<file path="config.mk">
export PLATFORM = sky130hd
export DESIGN_NAME = reaction_timer_ctrl
export DESIGN_NICKNAME = d
export VERILOG_FILES = /design/src/rtl/reaction_timer_ctrl.sv
export SDC_FILE = /design/constraint.sdc
export NUM_CORES = 1
export LEC_CHECK = 0
export CORE_MARGIN = 2
export CORE_UTILIZATION = 34
export DETAILED_ROUTE_END_ITERATION = 8
export GPL_TIMING_DRIVEN = 0
export PLACE_DENSITY = 0.57
export SLEW_MARGIN = 20
export SYNTH_ARGS = -nofsm -noshare
export SYNTH_HDL_FRONTEND = slang
export SYNTH_SLANG_ARGS = --single-unit
</file>
<file path="constraint.sdc">
create_clock -name clock -period 3.1 [get_ports clock]
set_clock_uncertainty 0.1 [all_clocks]
set_input_delay 0.775 -clock clock [delete_from_list [all_inputs] [get_ports clock]]
set_output_delay 0.775 -clock clock [all_outputs]
set_load 0.02 [all_outputs]
</file>
<file path="src/rtl/reaction_timer_ctrl.sv">
// Multi-player reaction-time game controller: random GO delay, tick timing, fouls, timeout.
// Ports: clock, reset (sync active-low), start, stop[NUM_PLAYERS] in;
//        lamp, timing, elapsed, winner, done, foul, timeout out.
//        Define BEST_SCORE_EN to add show_best in and best, best_valid out.
module reaction_timer_ctrl #(
   parameter int NUM_PLAYERS = 2,
   parameter int CNT_WIDTH   = 14,
   parameter int TICK_DIV    = 50000,
   parameter int MIN_DELAY   = 500,
   parameter int RND_BITS    = 11,
   parameter int WIN_W       = $clog2(NUM_PLAYERS)
) (
   input  logic                   clock,
   input  logic                   reset,
   input  logic                   start,
   input  logic [NUM_PLAYERS-1:0] stop,
`ifdef BEST_SCORE_EN
   input  logic                   show_best,
   output logic [CNT_WIDTH-1:0]   best,
   output logic                   best_valid,
`endif
   output logic                   lamp,
   output logic                   timing,
   output logic [CNT_WIDTH-1:0]   elapsed,
   output logic [WIN_W-1:0]       winner,
   output logic                   done,
   output logic                   foul,
   output logic                   timeout
);

   localparam int PW    = $clog2(TICK_DIV);
   localparam int DLY_W = $clog2(MIN_DELAY + (1 << RND_BITS)) + 1;
   localparam logic [PW-1:0]        TERM  = PW'(TICK_DIV - 1);
   localparam logic [CNT_WIDTH-1:0] E_MAX = '1;

   typedef enum logic [1:0] {IDLE, ARMED, GO, RESULT} state_t;

   state_t               state_q, state_d;
   logic [15:0]          lfsr_q, lfsr_d;
   logic [PW-1:0]        presc_q, presc_d;
   logic [DLY_W-1:0]     delay_q, delay_d;
   logic [CNT_WIDTH-1:0] elapsed_q, elapsed_d;
   logic [WIN_W-1:0]     winner_q, winner_d;
   logic                 done_q, done_d;
   logic                 foul_q, foul_d;
   logic                 timeout_q, timeout_d;
   logic                 lamp_q, lamp_d;
   logic                 timing_q, timing_d;
   logic                 tick;
   logic                 any_stop;
   logic [WIN_W-1:0]     win_idx;

   // Lowest set stop bit wins; scan downwards so the last hit is the lowest.
   always_comb begin
      win_idx = '0;
      for (int i = NUM_PLAYERS - 1; i >= 0; i--) begin
         if (stop[i]) win_idx = WIN_W'(i);
      end
   end

   assign any_stop = |stop;
   assign tick     = ((state_q == ARMED) || (state_q == GO))
                     && (presc_q == TERM);

   always_comb begin
      state_d   = state_q;
      lfsr_d    = {lfsr_q[14:0],
                   lfsr_q[15] ^ lfsr_q[13] ^ lfsr_q[12] ^ lfsr_q[10]};
      delay_d   = delay_q;
      elapsed_d = elapsed_q;
      winner_d  = winner_q;
      done_d    = done_q;
      foul_d    = foul_q;
      timeout_d = timeout_q;
      presc_d   = '0;

      unique case (state_q)
         IDLE, RESULT: begin
            if (start) begin
               state_d   = ARMED;
               delay_d   = DLY_W'(MIN_DELAY)
                           + DLY_W'(lfsr_q[RND_BITS-1:0]);
               elapsed_d = '0;
               winner_d  = '0;
               done_d    = 1'b0;
               foul_d    = 1'b0;
               timeout_d = 1'b0;
            end
         end
         ARMED: begin
            if (any_stop) begin
               state_d  = RESULT;
               foul_d   = 1'b1;
               winner_d = win_idx;
            end else if (tick) begin
               // Expiry is taken on the tick that brings the count to zero.
               if (delay_q <= DLY_W'(1)) begin
                  state_d   = GO;
                  delay_d   = '0;
                  elapsed_d = '0;
               end else begin
                  delay_d = delay_q - DLY_W'(1);
               end
            end
         end
         GO: begin
            if (any_stop) begin
               state_d  = RESULT;
               done_d   = 1'b1;
               winner_d = win_idx;
            end else if (tick) begin
               if (elapsed_q == E_MAX) begin
                  state_d   = RESULT;
                  timeout_d = 1'b1;
               end else begin
                  elapsed_d = elapsed_q + CNT_WIDTH'(1);
               end
            end
         end
         default: state_d = IDLE;
      endcase

      // Prescaler runs only while staying in ARMED/GO; any entry restarts it.
      if ((state_d == state_q)
          && ((state_q == ARMED) || (state_q == GO))) begin
         presc_d = tick ? '0 : presc_q + PW'(1);
      end

      lamp_d   = (state_d == GO);
      timing_d = (state_d == GO);
   end

   always_ff @(posedge clock) begin
      if (!reset) begin
         state_q   <= IDLE;
         lfsr_q    <= 16'hACE1;
         presc_q   <= '0;
         delay_q   <= '0;
         elapsed_q <= '0;
         winner_q  <= '0;
         done_q    <= 1'b0;
         foul_q    <= 1'b0;
         timeout_q <= 1'b0;
         lamp_q    <= 1'b0;
         timing_q  <= 1'b0;
      end else begin
         state_q   <= state_d;
         lfsr_q    <= lfsr_d;
         presc_q   <= presc_d;
         delay_q   <= delay_d;
         elapsed_q <= elapsed_d;
         winner_q  <= winner_d;
         done_q    <= done_d;
         foul_q    <= foul_d;
         timeout_q <= timeout_d;
         lamp_q    <= lamp_d;
         timing_q  <= timing_d;
      end
   end

   assign lamp    = lamp_q;
   assign timing  = timing_q;
   assign winner  = winner_q;
   assign done    = done_q;
   assign foul    = foul_q;
   assign timeout = timeout_q;

`ifdef BEST_SCORE_EN
   logic [CNT_WIDTH-1:0] best_q, best_d;
   logic                 bv_q, bv_d;
   logic                 newd_q, newd_d;

   // newd_q marks the first RESULT cycle of a done round; best is
   // compared against the held elapsed value one cycle later.
   always_comb begin
      best_d = best_q;
      bv_d   = bv_q;
      newd_d = (state_q != RESULT) && (state_d == RESULT) && done_d;
      if (newd_q && (!bv_q || (elapsed_q < best_q))) begin
         best_d = elapsed_q;
         bv_d   = 1'b1;
      end
   end

   always_ff @(posedge clock) begin
      if (!reset) begin
         best_q <= '0;
         bv_q   <= 1'b0;
         newd_q <= 1'b0;
      end else begin
         best_q <= best_d;
         bv_q   <= bv_d;
         newd_q <= newd_d;
      end
   end

   assign best       = best_q;
   assign best_valid = bv_q;
   assign elapsed    = (show_best
                        && ((state_q == IDLE) || (state_q == RESULT)))
                       ? best_q : elapsed_q;
`else
   assign elapsed = elapsed_q;
`endif

endmodule

</file>
==> metrics, run 1 <==
post-synthesis cell type count 57; Slew HR 0.513; Logic pwr share 0.369; CTS tree built; DR iter-0 viols 198; CTS Hold Bufs 0; core box area 0.00968 sq mm; Hold Vio Cnt, Final 0; synthesized area 0.00335 sq mm; vias in the first global route 2923; clk_lat worst skew 0.36 ns; layout cells sized above 1 0.0649; routability cong. 0.913; #FFs+latches synth 66; Die X-Extent 103 um; global-route wire length before repair 14400 um; CP endpoint kind register; gr usage total 0.171; clk sinks 66; routed vias/inst 5.30; critical path arrival 2.95 ns; Max Root-Sink Buffers 2; Die Area 0.0107 sq mm; flop-to-flop setup slack 0.45 ns; Final ANT Viol Nets 0; Final min period 2.80 ns; # Max-Cap Violations 0; initial antenna violation count 0; Setup-failing EPs final 0; row count 36; outcome complete, no violations; hpwl dp 6050 um; post-synthesis xor/xnor area fraction 0.0575; Post-CTS Setup Bufs 0; commonest non-fill, non-tap cell in the layout dfxtp_1; Cell Area, Placed 0.00376 sq mm; Clock transition at path regs 0.07 ns; H-Tree Depth 3; critical path class input port to register; Worst EP required 3.25 ns; FFs w/ async S/R, synth 0; combinational family with the most area after synthesis simple AND/OR/NAND/NOR gates; Seq pwr share 0.370; DRT Pass-1 Iters 6; Resize count post-CTS 0; fin nets 454; Sum Neg Setup Slack 0 ns; mux cell area share after synthesis 0.00336; commonest non-fill, non-tap cells in the layout dfxtp_1, nor2_1, nand2_1, a21oi_1, clkdlybuf4s50_1; pwr/cell area 705 mW/mm^2; Internal 1.67 mW; P&R area growth vs syn 17.9%; Post-synth EDFFs 0; Hold Crit Class register to register; Syn Nets 419; switching power 1.12 mW; area of the multi-input gates 0.00191 sq mm; Peak VDD IR 297 uV; sw frac 0.401; post-synthesis compound-gate area fraction 0.198; Reg area 0.00132 sq mm; final instance area 0.00395 sq mm; vias 3073; cts bufs inserted 9; pin count of the biggest net entering global routing 13; Fillers 974; largest fanout on the critical path 10; yosys warns 0; adder-cell share of the synthesized area 0.0261; Synth Area in Simple Gates 0.286; fmax 357 MHz; Post-route DRC 0; Initial Util 0.346; ANT cells 0; Slew Viols, Final 0; Routed WL per cell 14.8 um; grt ovf 0; Ports 25; Synth Area per Inst 8.23 sq um; Layout Cells excl Fill 580; sequential-to-total area share from yosys stat 0.394; Pleak 1.36 nW; unrepaired setup endpoints after global routing no; final period utilization 0.903; Most used DFF post-synth dfxtp_1; Die H 103 um; drt total wl 8560 um; Port Buffer Count 24; Clk pwr share 0.261; Post-Synthesis Cells 407; Setup crit start kind input port; placed cell count 564; Clock Root Buffer clkbuf_8; worst slew pin tran 0.712 ns
[registers in the layout, indices dropped and copies added, names as in the netlist]
name,flops
lfsr_q,16
done,1
timeout,1
winner,1
foul,1
state_q,2
presc_q,16
elapsed,14
timing,1
delay_q,13
[power by group through the flow]
stage / Sequential, mW / Combinational (mW) / Clock, mW
2_1_floorplan: 1.03 / 0.746 / 0
3_3_place_gp: 1.04 / 1.00 / 0
3_5_place_dp: 1.05 / 1.01 / 0
4_1_cts: 1.03 / 1.01 / 0.746
5_1_grt: 1.04 / 1.16 / 0.777
6_report: 1.03 / 1.03 / 0.727
[logic make-up after synthesis]
kind of cell	count (synthesis)
AND/OR/NAND/NOR	184
AO/OA/AOI/OAI	97
flip-flops	66
buffers and inverters	30
XOR/XNOR	22
adder cells (fa/ha/maj)	7
multiplexers	1
[Yosys cell counts (all sizes together), types with 2 or more instances]
master,count,share of area
a41oi,3,0.0078
nor2,45,0.050
a311oi,4,0.010
or4,3,0.0067
a21boi,2,0.0045
or3,4,0.0075
nor3,12,0.018
nor2b,6,0.011
dfxtp,66,0.39
o32ai,7,0.018
or2,5,0.010
o211ai,4,0.010
o21ai,17,0.025
o31ai,2,0.0045
and2,10,0.019
nor4,6,0.018
xnor2,11,0.029
nand4,11,0.021
ha,7,0.026
and3,8,0.015
o211a,2,0.0060
xor2,11,0.029
a21oi,26,0.039
clkbuf,12,0.013
a32o,2,0.0060
a31oi,5,0.0093
nand3,15,0.022
and4,5,0.013
buf,4,0.0063
inv,13,0.015
nor3b,2,0.0060
o21a,8,0.018
nand2b,11,0.021
a211oi,3,0.0067
nand2,40,0.045
o22ai,3,0.0056
[through the flow]
stage / hold slack (ns) / utilization / power, mW / worst slack (ns)
detailed placement: 0.298 / 0.388 / 2.05 / -0.0701
floorplan: 0.286 / - / 1.78 / 0.759
global route: 0.363 / 0.408 / 2.98 / 0.106
global placement: 0.290 / 0.388 / 2.04 / -0.0324
CTS: 0.308 / 0.408 / 2.79 / 0.297
finish: 0.307 / 0.408 / 2.79 / 0.301
[critical path: stages]
cell and delay [ns]:
clkdlybuf4s50_1 0.44, nor2_1 0.30, nand3_1 0.15, or2_4 0.28, a21oi_1 0.40, buf_2 0.32, o211ai_1 0.12, o211a_1 0.15
[layer usage]
layer	vias to the layer above	wire, um	global-route usage
met4	0	115	0.0628
met1	1469	4120	0.232
met5	-	0	0
met2	52	3970	0.267
li1	1541	-	-
met3	11	347	0.0397
[layout make-up]
| type | instances | share of cell area |
|---|---|---|
| buffer | 16 | 0.0168 |
| clock buffer | 9 | 0.0313 |
| clock inverter | 7 | 0.0177 |
| inverter | 14 | 0.0133 |
| multi-input combinational | 311 | 0.484 |
| sequential | 66 | 0.334 |
| tap | 133 | 0.0421 |
| timing repair buffer | 24 | 0.0608 |
[final timing paths]
path	start	to	cells after the start
hold reg to reg	lfsr_q[14]	lfsr_q[15]	1
setup / recovery	stop[1]	elapsed[7]	8
hold / removal	lfsr_q[14]	lfsr_q[15]	1
setup reg to reg	state_q[0]	elapsed[7]	9
Note: power is estimated with default switching activity, not from simulation.
==> inputs of run 2 (changes only) <==
Settings changed: GPL_ROUTABILITY_DRIVEN set to 0, SLEW_MARGIN 20 to not set.
==> results of run 2 <==
Same layout as run 1: the final DEF is identical, and so are final timing and power.
==> inputs of run 3 (changes only) <==
Settings changed: GPL_ROUTABILITY_DRIVEN 0 to 1.
==> results of run 3 <==
Same layout as run 1: the final DEF is identical, and so are final timing and power.
